## config.mk

```make
export PLATFORM = sky130hd
export DESIGN_NAME = multicycle_controller
export DESIGN_NICKNAME = d
export VERILOG_FILES = /design/src/rtl/miniRV_ctrl_pkg.sv /design/src/rtl/wait_timer.sv /design/src/rtl/multicycle_controller.sv
export SDC_FILE = /design/constraint.sdc
export NUM_CORES = 1
export LEC_CHECK = 0
export CAP_MARGIN = 20
export CELL_PAD_IN_SITES_DETAIL_PLACEMENT = 2
export CELL_PAD_IN_SITES_GLOBAL_PLACEMENT = 2
export CORE_ASPECT_RATIO = 0.8
export CORE_MARGIN = 2
export CORE_UTILIZATION = 32
export DETAILED_ROUTE_END_ITERATION = 7
export GPL_TIMING_DRIVEN = 0
export PLACE_DENSITY_LB_ADDON = 0.12
export SKIP_LAST_GASP = 1
export SYNTH_ARGS = -nofsm -noshare
export SYNTH_HDL_FRONTEND = slang
export SYNTH_HIERARCHICAL = 1
export SYNTH_SLANG_ARGS = --single-unit
```

## constraint.sdc

```tcl
create_clock -name clk -period 3.1 [get_ports clk]
set_input_delay 0.775 -clock clk [delete_from_list [all_inputs] [get_ports clk]]
set_output_delay 0.775 -clock clk [all_outputs]
set_load 0.005 [all_outputs]
```

## src/rtl/miniRV_ctrl_pkg.sv

```systemverilog
// rtl/miniRV_ctrl_pkg.sv - shared encodings for the multicycle controller
//
// Purpose: FSM state encoding, writeback-source codes, trap-cause codes and a
// one-hot check used by the controller and its wait timer.
// Ports: none (package).

package miniRV_ctrl_pkg;

  typedef enum logic [2:0] {
    ST_IDLE    = 3'd0,
    ST_FETCH   = 3'd1,
    ST_DECODE  = 3'd2,
    ST_EXECUTE = 3'd3,
    ST_MEM     = 3'd4,
    ST_WB      = 3'd5,
    ST_TRAP    = 3'd6
  } state_t;

  // Writeback source select
  localparam logic [1:0] WB_ALU = 2'd0;
  localparam logic [1:0] WB_MEM = 2'd1;
  localparam logic [1:0] WB_IMM = 2'd2;
  localparam logic [1:0] WB_PC4 = 2'd3;

  // Trap cause
  localparam logic [1:0] CAUSE_NONE    = 2'd0;
  localparam logic [1:0] CAUSE_ILLEGAL = 2'd1;
  localparam logic [1:0] CAUSE_IMEM_TO = 2'd2;
  localparam logic [1:0] CAUSE_DMEM_TO = 2'd3;

  localparam int WAIT_W = 8;

  // True when exactly one bit of the decoded flag vector is set.
  function automatic logic is_onehot9(input logic [8:0] f);
    return (f != 9'd0) && ((f & (f - 9'd1)) == 9'd0);
  endfunction

endpackage

```

## src/rtl/wait_timer.sv

```systemverilog
// rtl/wait_timer.sv - memory wait counter with timeout detection
//
// Purpose: counts cycles spent waiting on a memory ready handshake and flags
// when the count has reached LIMIT.
// Ports:
//   clk     in   rising-edge clock
//   rst     in   asynchronous active-low reset
//   clear   in   restart the count from zero (wins over count)
//   count   in   one more wait cycle elapsed
//   expired out  count has reached LIMIT

module wait_timer #(
  parameter int WIDTH = 8,
  parameter int LIMIT = 255
) (
  input  logic clk,
  input  logic rst,
  input  logic clear,
  input  logic count,
  output logic expired
);

  logic [WIDTH-1:0] cnt_q;

  assign expired = (cnt_q == WIDTH'(LIMIT));

  // Holds at LIMIT once reached; the controller traps on that cycle anyway.
  always_ff @(posedge clk or negedge rst) begin
    if (!rst) begin
      cnt_q <= '0;
    end else if (clear) begin
      cnt_q <= '0;
    end else if (count && !expired) begin
      cnt_q <= cnt_q + WIDTH'(1);
    end
  end

endmodule

```

## src/rtl/multicycle_controller.sv

```systemverilog
// rtl/multicycle_controller.sv - multicycle CPU control FSM
//
// Purpose: sequences FETCH/DECODE/EXECUTE/MEM/WB for a small RISC-V subset,
// with memory-wait timeouts, a sticky trap state and a retired counter.
// Ports:
//   clk, rst                    clock, asynchronous active-low reset
//   run                         permits a new fetch (sampled in IDLE and at completion)
//   add..jalr, illegal          one-hot decoded instruction flags
//   imem_ready, dmem_ready      memory handshake completions
//   imem_req, ir_load           instruction fetch request / IR capture
//   pc_enable, pc_sel           PC update strobe / source (0 pc+4, 1 ALU)
//   alu_b_sel                   ALU operand B (0 rs2, 1 immediate)
//   dmem_req, dmem_we, dmem_byte data-memory request qualifiers
//   reg_write, wb_sel           register-file write strobe / source
//   state                       current state for debug
//   trap, trap_cause            sticky fault and its cause
//   retired                     completed-instruction count (wraps)

module multicycle_controller
  import miniRV_ctrl_pkg::*;
#(
  parameter int MEM_TIMEOUT = 255,
  parameter int CNT_W       = 32
) (
  input  logic             clk,
  input  logic             rst,
  input  logic             run,
  input  logic             add,
  input  logic             addi,
  input  logic             lui,
  input  logic             lw,
  input  logic             lbu,
  input  logic             sw,
  input  logic             sb,
  input  logic             jalr,
  input  logic             illegal,
  input  logic             imem_ready,
  input  logic             dmem_ready,
  output logic             imem_req,
  output logic             ir_load,
  output logic             pc_enable,
  output logic             pc_sel,
  output logic             alu_b_sel,
  output logic             dmem_req,
  output logic             dmem_we,
  output logic             dmem_byte,
  output logic             reg_write,
  output logic [1:0]       wb_sel,
  output logic [2:0]       state,
  output logic             trap,
  output logic [1:0]       trap_cause,
  output logic [CNT_W-1:0] retired
);

  state_t           state_q, state_n;
  logic [1:0]       cause_q, cause_n;
  logic             imem_req_q, alu_b_sel_q, dmem_req_q, dmem_we_q, dmem_byte_q;
  logic             wb_strobe_q, pc_sel_q, trap_q;
  logic [1:0]       wb_sel_q, wb_src;
  logic [CNT_W-1:0] retired_q;

  logic is_load, is_store, uses_imm, decode_ok;
  logic store_done, retire;
  logic wt_clear, wt_count, wt_expired;

  assign is_load   = lw | lbu;
  assign is_store  = sw | sb;
  assign uses_imm  = addi | is_load | is_store | jalr;
  assign decode_ok = is_onehot9({illegal, jalr, sb, sw, lbu, lw, lui, addi, add}) && !illegal;

  // Stores finish in MEM itself: the PC update and retirement happen on the
  // ready cycle rather than in a WB state.
  assign store_done = (state_q == ST_MEM) && dmem_ready && is_store;
  assign retire     = (state_q == ST_WB) || store_done;

  always_comb begin
    wb_src = WB_ALU;
    if (is_load)   wb_src = WB_MEM;
    else if (lui)  wb_src = WB_IMM;
    else if (jalr) wb_src = WB_PC4;
  end

  // Ready in the expiry cycle takes priority over the timeout.
  always_comb begin
    state_n = state_q;
    cause_n = cause_q;
    case (state_q)
      ST_IDLE:    if (run) state_n = ST_FETCH;
      ST_FETCH: begin
        if (imem_ready) begin
          state_n = ST_DECODE;
        end else if (wt_expired) begin
          state_n = ST_TRAP;
          cause_n = CAUSE_IMEM_TO;
        end
      end
      ST_DECODE: begin
        if (decode_ok) begin
          state_n = ST_EXECUTE;
        end else begin
          state_n = ST_TRAP;
          cause_n = CAUSE_ILLEGAL;
        end
      end
      ST_EXECUTE: state_n = (is_load || is_store) ? ST_MEM : ST_WB;
      ST_MEM: begin
        if (dmem_ready) begin
          if (is_load)  state_n = ST_WB;
          else          state_n = run ? ST_FETCH : ST_IDLE;
        end else if (wt_expired) begin
          state_n = ST_TRAP;
          cause_n = CAUSE_DMEM_TO;
        end
      end
      ST_WB:      state_n = run ? ST_FETCH : ST_IDLE;
      ST_TRAP:    state_n = ST_TRAP;
      default:    state_n = ST_IDLE;
    endcase
  end

  // The timer restarts whenever a waiting state is freshly entered.
  assign wt_clear = (state_n != state_q) && ((state_n == ST_FETCH) || (state_n == ST_MEM));
  assign wt_count = ((state_q == ST_FETCH) && !imem_ready) ||
                    ((state_q == ST_MEM)   && !dmem_ready);

  wait_timer #(
    .WIDTH (WAIT_W),
    .LIMIT (MEM_TIMEOUT)
  ) u_wait_timer (
    .clk     (clk),
    .rst     (rst),
    .clear   (wt_clear),
    .count   (wt_count),
    .expired (wt_expired)
  );

  // State-derived strobes are registered from the next state so they line up
  // with state_q; only ir_load and the store pc_enable react to ready directly.
  always_ff @(posedge clk or negedge rst) begin
    if (!rst) begin
      state_q     <= ST_IDLE;
      cause_q     <= CAUSE_NONE;
      trap_q      <= 1'b0;
      imem_req_q  <= 1'b0;
      alu_b_sel_q <= 1'b0;
      dmem_req_q  <= 1'b0;
      dmem_we_q   <= 1'b0;
      dmem_byte_q <= 1'b0;
      wb_strobe_q <= 1'b0;
      wb_sel_q    <= WB_ALU;
      pc_sel_q    <= 1'b0;
      retired_q   <= '0;
    end else begin
      state_q     <= state_n;
      cause_q     <= cause_n;
      trap_q      <= (state_n == ST_TRAP);
      imem_req_q  <= (state_n == ST_FETCH);
      alu_b_sel_q <= ((state_n == ST_EXECUTE) || (state_n == ST_MEM)) && uses_imm;
      dmem_req_q  <= (state_n == ST_MEM);
      dmem_we_q   <= (state_n == ST_MEM) && is_store;
      dmem_byte_q <= (state_n == ST_MEM) && (lbu || sb);
      wb_strobe_q <= (state_n == ST_WB);
      wb_sel_q    <= (state_n == ST_WB) ? wb_src : WB_ALU;
      pc_sel_q    <= (state_n == ST_WB) && jalr;
      if (retire) retired_q <= retired_q + CNT_W'(1);
    end
  end

  assign state      = state_q;
  assign imem_req   = imem_req_q;
  assign ir_load    = (state_q == ST_FETCH) && imem_ready;
  assign pc_enable  = wb_strobe_q || store_done;
  assign pc_sel     = pc_sel_q;
  assign alu_b_sel  = alu_b_sel_q;
  assign dmem_req   = dmem_req_q;
  assign dmem_we    = dmem_we_q;
  assign dmem_byte  = dmem_byte_q;
  assign reg_write  = wb_strobe_q;
  assign wb_sel     = wb_sel_q;
  assign trap       = trap_q;
  assign trap_cause = cause_q;
  assign retired    = retired_q;

endmodule

```

Yosys cells after proc, flatten, opt, wreduce, memory -nomap -nowiden. Cells that the tools add are included. Widths: inputs -> output; s select.

$add $sub $neg: 3. Eq/ne operators: 18. Mux-type cells: 21. Bitwise gates (word level): 6. Reductions and logical operators: 30.

Operator list (count): $add 32x1->32 const B (1); $pmux 3 s7 (1); $eq 3x3->1 const B (6); $mux 2 (9); $mux 3 (6); $mux 8 (2); $logic_and 1x1->1 (13); $and 9x9->9 (1); $eq 3x2->1 const B (3); $logic_not 9->1 (1); $reduce_bool 9->1 (1); $sub 9x1->9 const B (1); $add 8x1->8 const B (1); $eq 8x8->1 const B (1); $logic_or 1x1->1 (7); $eq 3x1->1 const B (2); $ne 2x2->1 const B (3); $pmux 2 s3 (1); $reduce_and 6->1 (1); $or 1x1->1 (5); $logic_not 1->1 (4); $ne 2x1->1 const B (2); $logic_not 3->1 (1); $ne 3x3->1 (1); other kinds (3) (4).

Register bits after elaboration: 55. Input port bits: 14. Output and inout port bits: 49. Word-level logic and storage cells: 91.

Depth between registers and ports, before layout. Gate-level depths: netlist (run 1).

Depth in word-level cells: 11. Depth in mapped cells: 11. Depth with buffers taken out: 10.

Cells and area by module. The synthesis (run 1) kept the hierarchy.

By module, submodules not included: multicycle_controller (instances 1, cells each 222, area each 2353.5 um2, sequential area each 1176.1 um2); wait_timer (instances 1, cells each 47, area each 469.2 um2, sequential area each 200.2 um2).

Worst setup path before layout (run 1). OpenSTA, ideal clock, no wires.

Path type: input to register. Start: input add. End: register u_wait_timer.cnt_q[0]. Setup time: 0.125 ns. Arrival time: 2.702 ns. Data required time: 2.975 ns. Setup slack: 0.273 ns. Stages: 8. Buffers on the path: 1. Cell sequence: or4_4 -> nor4b_2 -> nor4_1 -> o21a_1 -> a211oi_2 -> clkbuf_1 -> nor2b_1 -> mux2_4.

Cells in the longest elaborated chain, start to end: 11. Elaborated cells on any way between the ends: 15. Those cells by class: 1 x add/sub; 3 x eq/ne; 3 x mux; 1 x bitwise; 7 x reduce/logical.

RTL lines: start, declared (RTL line multicycle_controller.sv:28) `input logic add,`; $sub 9x1->9 (RTL line miniRV_ctrl_pkg.sv:35) `return (f != 9'd0) && ((f & (f - 9'd1)) == 9'd0);`; $and 9x9->9 (RTL line miniRV_ctrl_pkg.sv:35); $logic_not 9->1 (RTL line miniRV_ctrl_pkg.sv:35); $logic_and 1x1->1 (*) (RTL line miniRV_ctrl_pkg.sv:35); $logic_and 1x1->1 (*) (RTL line multicycle_controller.sv:69) `assign decode_ok = is_onehot9({illegal, jalr, sb, sw, lbu, lw, lui, addi, add}) && !illegal;`; $mux 3 (*) (RTL line multicycle_controller.sv:98) `if (decode_ok) begin`; $pmux 3 s7 (*) (RTL line multicycle_controller.sv:87) `case (state_q)`; via state_n[2] (RTL line multicycle_controller.sv:55) `state_t state_q, state_n;`; $eq 3x1->1 or $eq 3x3->1 (tied branches) (RTL line multicycle_controller.sv:122) `assign wt_clear = (state_n != state_q) && ((state_n == ST_FETCH) || (state_n == ST_MEM));`; $logic_or 1x1->1 (RTL line multicycle_controller.sv:122); $logic_and 1x1->1 (*) (RTL line multicycle_controller.sv:122); via wt_clear (RTL line multicycle_controller.sv:64) `logic wt_clear, wt_count, wt_expired;`; $mux 8 or $reduce_bool 2->1 (tied branches); end signal, assigned (RTL line wait_timer.sv:34) `cnt_q <= cnt_q + WIDTH'(1);`; end, declared (RTL line wait_timer.sv:23) `logic [WIDTH-1:0] cnt_q;`.

Mark *: on every way through the listed nets, which the timed path passes. The rest lies on a longest branch. A chain may end at the register's enable or synchronous reset.

Final worst setup path (run 1).
Start: input lw. End: register u_wait_timer.cnt_q[7].

Cells in the longest elaborated chain, start to end: 11. Elaborated cells on any way between the ends: 20. Those cells by class: 1 x add/sub; 3 x eq/ne; 6 x mux; 2 x bitwise; 8 x reduce/logical.

RTL lines: start, declared (RTL line multicycle_controller.sv:31) `input logic lw,`; $sub 9x1->9 (RTL line miniRV_ctrl_pkg.sv:35); $and 9x9->9 (RTL line miniRV_ctrl_pkg.sv:35); $logic_not 9->1 (RTL line miniRV_ctrl_pkg.sv:35); $logic_and 1x1->1 (RTL line miniRV_ctrl_pkg.sv:35); $logic_and 1x1->1 (RTL line multicycle_controller.sv:69); $mux 3 (RTL line multicycle_controller.sv:98); $pmux 3 s7 (*) (RTL line multicycle_controller.sv:87); via state_n[2] (RTL line multicycle_controller.sv:55); $eq 3x1->1 or $eq 3x3->1 (tied branches) (RTL line multicycle_controller.sv:122); $logic_or 1x1->1 (RTL line multicycle_controller.sv:122); $logic_and 1x1->1 (*) (RTL line multicycle_controller.sv:122); via wt_clear (RTL line multicycle_controller.sv:64); $mux 8 or $reduce_bool 2->1 (tied branches).

Marks and branches as above.

==> summary.md, run 1 <==
| Metric | Value |
|---|---|
| Post-route cell area | 3800 sq um |
| Fin crit period | 2.92 ns |
| PD cells | 620 nW/um^2 |
| FF-to-FF path depth | 11 |
| Drt wl/cell | 16.5 um |
| I/O Pins | 63 |
| Final Setup Violations | 0 |
| Yosys reg bits | 55 |
| Status | finished, final reports clean |
| Sequential fraction of design power | 0.391 |
| Total wire length | 7.51 mm |
| GPL Wtd Cong | 0.754 |
| Final Net Count | 357 |
| Placed inst area | 3600 sq um |
| CP Launch Type | input port |
| Clock Path Buffers | 2 |
| Vias | 2308 |
| Total Power | 2.36 mW |
| Clock Sinks | 55 |
| CP max-delay cell | clkdlybuf4s50_1 |
| Post-CTS Hold Buffers | 0 |
| N_diodes | 0 |
| FP Rows | 30 |
| Power Internal | 1.57 mW |
| Die W | 109 um |
| Final ANT Viol Nets | 0 |
| RSZ-0062 raised after global routing | false |
| Combinational power share | 0.391 |
| GRT Overall Usage | 0.167 |
| Clock share of power | 0.218 |
| Biggest area consumer among synthesized cells | dfrtp_1 |
| CTS Root Cell | clkbuf_8 |
| Most used DFF post-synth | dfrtp_1 |
| CTS tree | built |
| Async SR Flop Fraction | 1.00 |
| Max H-tree Level | 2 |
| CP max FO | 6 |
| Num CTS Buffers | 5 |
| Critical Path End Type | register |
| Initial Util | 0.331 |
| Worst-Margin Slew | 0.769 ns |
| Core Area | 8520 sq um |
| Number of global-route vias before repair | 2359 |
| Layout cells sized above 1 | 0.111 |
| # DRC | 0 |
| Slew HR | 0.487 |
| Gate count of the mapped netlist | 269 |
| Hold path cells | 1 |
| Wire length of the first global-routing pass | 12.5 mm |
| Grt ovf | 0 |
| Top-count cell post-synth | dfrtp_1 |
| Psw | 0.789 mW |
| Final Max Tran Viols | 0 |
| Fin. Hold Viols | 0 |
| Post-synth top cells | 55 x dfrtp_1, 25 x nor2_1, 18 x xnor2_1 |
| Worst r2r src | u_wait_timer/cnt_q[0] |
| Clk_lat worst skew | 0.31 ns |
| DR pass1 iterations | 4 |
| Syn avg cell area | 10.5 sq um |
| Dpl cells | 444 |
| Iter 0 DRT Violations | 49 |
| R2r setup slk | 0.26 ns |
| Worst EP required | 3.31 ns |
| Detail Placement HPWL | 5.58 mm |
| Setup ws final | 0.181 ns |
| Worst slack at placement | -0.588 ns |
| Hold WC Path Type | reg -> reg |
| Cells along the critical path | clkdlybuf4s50_1 -> nor4b_2 -> and4b_2 -> o211ai_1 -> o21a_2 -> a211oi_4 -> clkbuf_8 -> a21oi_1 -> mux2_2 |
| Synth area leaders | dfrtp_1 49%, xnor2_1 5.6%, xor2_1 4.0% |
| Yosys top cell area share | 0.488 |
| Initial antenna violation count | 0 |
| Synth unique cells | 59 |
| Non-Filler Instances | 454 |
| WHS | 0.479 ns |
| Largest net degree at the start of global routing | 33 |
| Max Cap Violations | 0 |
| Min-delay src | retired[31] |
| Die footprint | 9590 sq um |
| Worst reg2reg endpoint | u_wait_timer/cnt_q[7] |
| Clock-pin slew on the worst setup and hold paths | 0.11 ns |
| Synthesized net count | 285 |
| Syn Std Cell Area | 2820 sq um |
| Sequential area share after synthesis | 0.488 |
| Area Growth Syn to Fin | 34.6% |
| WP data arrival | 3.12 ns |
| Fin crit share | 0.942 |
| Fmax | 343 MHz |
| Ys Warns | 6 |
| Vias/cell | 5.08 |
| Input/output buffers | 62 |
| Die height | 88.0 um |
| Clock Skew | 0.0146 ns |
| Hold path endpoint | retired[31] |
| Slowest Stage Delay on Critical Path | 0.53 ns |
| Peak supply drop | 0.275 mV |
| Leakage | 1.67 nW |
| Crit. Startpoint | lw |
| Sw frac | 0.335 |
| Post-synth EDFFs | 0 |
| WS Path Type | in -> reg |
==> layout by cell type (no fill, tap or decap), drive strengths merged, types with 8 or more instances in the layout <==
master         instances
dfrtp                 55
clkdlybuf4s50         55
nor2                  25
xnor2                 18
nand2                 17
xor2                  13
nand3                 11
clkbuf                11
inv                    9
nand2b                 8
nand4                  8
a211oi                 8
==> worst max-delay path by stage <==
stage | end | slack [ns] | cells past startpoint
2_1_floorplan | u_wait_timer/cnt_q[0] | 0.27 | 8
3_3_place_gp | u_wait_timer/cnt_q[1] | -0.54 | 1
3_5_place_dp | u_wait_timer/cnt_q[0] | -0.59 | 9
4_1_cts | u_wait_timer/cnt_q[0] | 0.003 | 9
5_1_grt | u_wait_timer/cnt_q[7] | 0.05 | 9
6_report | u_wait_timer/cnt_q[7] | 0.18 | 9
==> cells by family after synthesis <==
logic type	Yosys count	synth area share
AO/OA/AOI/OAI	48	0.128
flip-flops	55	0.488
buffers and inverters	14	0.0195
adder cells (fa/ha/maj)	3	0.0124
multiplexers	4	0.0168
XOR/XNOR	31	0.0962
AND/OR/NAND/NOR	114	0.239
==> state kept, by name, summed over array words and instances (netlist names) <==
signal              cells
alu_b_sel               1
dmem_byte               1
dmem_req                1
dmem_we                 1
imem_req                1
pc_sel                  1
reg_write               1
retired                32
state                   3
trap                    1
trap_cause              2
u_wait_timer/cnt_q      8
wb_sel                  2
==> routing by layer <==
| metal | part of all wire | wire, um | track usage | vias up |
|---|---|---|---|---|
| li1 | - | - | - | 1115 |
| met1 | 0.51 | 3840 | 0.253 | 1145 |
| met2 | 0.45 | 3390 | 0.244 | 41 |
| met3 | 0.030 | 225 | 0.0313 | 7 |
| met4 | 0.0083 | 62 | 0.0408 | 0 |
| met5 | 0 | 0 | 0 | - |
==> power groups by stage <==
stage / registers [mW] / logic (mW) / clock network (mW)
finish: 0.921 / 0.920 / 0.514
CTS: 0.924 / 0.864 / 0.532
floorplan: 0.922 / 0.450 / 0
global placement: 0.933 / 0.812 / 0
global route: 0.938 / 1.03 / 0.560
detailed placement: 0.938 / 0.833 / 0
==> metrics by stage <==
step	utilization	TNS [ns]
6_report	0.446	0
2_1_floorplan	-	0
3_3_place_gp	0.421	-32.46
3_5_place_dp	0.422	-3.50
5_1_grt	0.446	0
4_1_cts	0.439	0
==> worst max-delay path: cells and delay by family <==
kind            cells  cell delay, ns
simple gates        2            0.63
mux                 1            0.26
buf+inv             2            0.73
compound gates      4            0.71
==> what timing repair did <==
| action | in CTS | in global routing |
|---|---|---|
| gates cloned | 0 | 1 |
| resized for setup | 5 | 12 |
| buffers inserted | 0 | 1 |
| setup endpoints to repair | 8 | 5 |
| pin swaps | 0 | 3 |
==> layout make-up <==
type                       instances  area (sq um)
fill                             888          4720
multi-input combinational        200          1430
sequential                        55          1380
timing repair buffer              65           666
tap                              112           140
clock buffer                       6          82.6
clock inverter                     2          38.8
buffer                             6          35.0
inverter                           8          30.0
Power figures use the tool's default switching activity.
==> inputs of run 2 (changes only) <==
==> constraint.sdc (replaced) <==
create_clock -name clk -period 3.3 [get_ports clk]
set_input_delay 0.825 -clock clk [delete_from_list [all_inputs] [get_ports clk]]
set_output_delay 0.825 -clock clk [all_outputs]
set_load 0.005 [all_outputs]
==> summary.md, run 2 (same netlist as run 1, synthesis figures left out) <==
| Metric | Value |
|---|---|
| Routed wl met3 | 231 um |
| GPL Wtd Cong | 0.754 |
| Fin crit period | 3.13 ns |
| CTS tree | built |
| Vias | 2287 |
| DR pass1 iterations | 4 |
| Worst slack at placement | -0.438 ns |
| FF-to-FF path depth | 11 |
| CP top delay family | buffers and inverters |
| Slowest Stage Delay on Critical Path | 0.66 ns |
| Initial Util | 0.331 |
| Die height | 88.0 um |
| Total wire length | 7.36 mm |
| R2r setup slk | 0.39 ns |
| Area Growth Syn to Fin | 32.5% |
| Clock Skew | 0.0163 ns |
| Clk_lat worst skew | 0.31 ns |
| Critical Path End Type | output port |
| Final Net Count | 355 |
| Worst-Margin Slew | 0.768 ns |
| WP data arrival | 2.30 ns |
| Worst r2r src | u_wait_timer/cnt_q[0] |
| Fin crit share | 0.948 |
| Leakage | 1.59 nW |
| Peak supply drop | 0.258 mV |
| Drt wl/cell | 16.3 um |
| Clock Sinks | 55 |
| Core Area | 8520 sq um |
| Detail Placement HPWL | 5.58 mm |
| RSZ-0062 raised after global routing | true |
| Min-delay src | retired[31] |
| DR top layer | met4 |
| Cells along the critical path | clkdlybuf4s50_1 -> nor2_2 -> o21bai_1 -> clkdlybuf4s50_1 |
| M1 wire length | 3.81 mm |
| Largest register FFs | 32 |
| Fmax | 320 MHz |
| Clock-pin slew on the worst setup and hold paths | 0.11 ns |
| Die W | 109 um |
| Layout cells sized above 1 | 0.0941 |
| PD cells | 570 nW/um^2 |
| Length of routed met2 wiring | 3.27 mm |
| Initial antenna violation count | 0 |
| Fin. Hold Viols | 0 |
| CP max FO | 7 |
| Hold path endpoint | retired[31] |
| CP Launch Type | input port |
| Clock Path Buffers | 2 |
| WP buf/inv | 2 |
| Iter 0 DRT Violations | 42 |
| Worst EP required | 2.47 ns |
| Largest net degree at the start of global routing | 33 |
| Most frequent cells in the layout | 61 x clkdlybuf4s50_1, 55 x dfrtp_1, 24 x nor2_1 |
| Fin util | 0.439 |
| Setup ws final | 0.171 ns |
| Final Setup Violations | 0 |
| Max H-tree Level | 2 |
| Grt ovf | 0 |
| Max Cap Violations | 0 |
| Final ANT Viol Nets | 0 |
| Number of global-route vias before repair | 2367 |
| Final Max Tran Viols | 0 |
| Num CTS Buffers | 5 |
| GRT Overall Usage | 0.167 |
| Worst reg2reg endpoint | u_wait_timer/cnt_q[0] |
| Post-CTS setup buffers | 0 |
| Hold WC Path Type | reg -> reg |
| N_diodes | 0 |
| Commonest non-fill, non-tap cell in the layout | clkdlybuf4s50_1 |
| Die footprint | 9590 sq um |
| # DRC | 0 |
| Vias/cell | 5.06 |
| Wire length of the first global-routing pass | 12.5 mm |
| CP max-delay cell | clkdlybuf4s50_1 |
| Fin Setup TNS | 0 ns |
| CTS Root Cell | clkbuf_8 |
| Slew HR | 0.488 |
| I/O Pins | 63 |
| Most frequent cell on the critical path | clkdlybuf4s50_1 |
| Input/output buffers | 62 |
| FP Rows | 30 |
| Status | finished, final reports clean |
| Hold path cells | 1 |
| WS Path Type | in -> out |
run 2: routing by layer:
metal | GRT usage | vias to the layer above
met2 | 0.244 | 42
met1 | 0.253 | 1131
met3 | 0.0313 | 5
li1 | - | 1109
met5 | 0 | -
met4 | 0.0408 | 0
run 2: repair_timing:
| action | in CTS | in global routing |
|---|---|---|
| setup endpoints to repair | 3 | 5 |
| gates resized for setup | 1 | 6 |
| hold buffers | 0 | 0 |
| hold endpoints to repair | 0 | 0 |
run 2: power by group:
part           leakage (nW)  switching [mW]  internal, mW
clock network        0.0618           0.231         0.250
registers             0.733          0.0898         0.775
logic                 0.800           0.387         0.397
run 2: worst max-delay path by stage:
stage,start,to,depth (start not counted)
floorplan,add,u_wait_timer/cnt_q[0],8
global placement,rst,u_wait_timer/cnt_q[1],1
finish,sw,pc_enable,4
detailed placement,addi,u_wait_timer/cnt_q[0],9
global route,addi,u_wait_timer/cnt_q[7],9
CTS,addi,u_wait_timer/cnt_q[0],9
run 2: layout make-up:
| class | count | area, sq um |
|---|---|---|
| Timing Repair Buffer | 63 | 636 |
| Inverter | 8 | 30.0 |
| Multi-Input combinational cell | 200 | 1410 |
| Tap cell | 112 | 140 |
| Fill cell | 894 | 4780 |
| Clock inverter | 2 | 38.8 |
| Buffer | 6 | 28.8 |
| Clock buffer | 6 | 82.6 |
| Sequential cell | 55 | 1380 |
run 2: through the flow:
step | cell area [sq um] | hold WS, ns | power (mW) | cells
6_report | 3740 | 0.479 | 2.13 | 452
5_1_grt | 3740 | 0.519 | 2.29 | 452
4_1_cts | 3720 | 0.489 | 2.16 | 452
3_5_place_dp | 3600 | 0.472 | 1.66 | 444
3_3_place_gp | 3580 | 0.461 | 1.64 | 443
2_1_floorplan | 2820 | 0.468 | 1.29 | 269
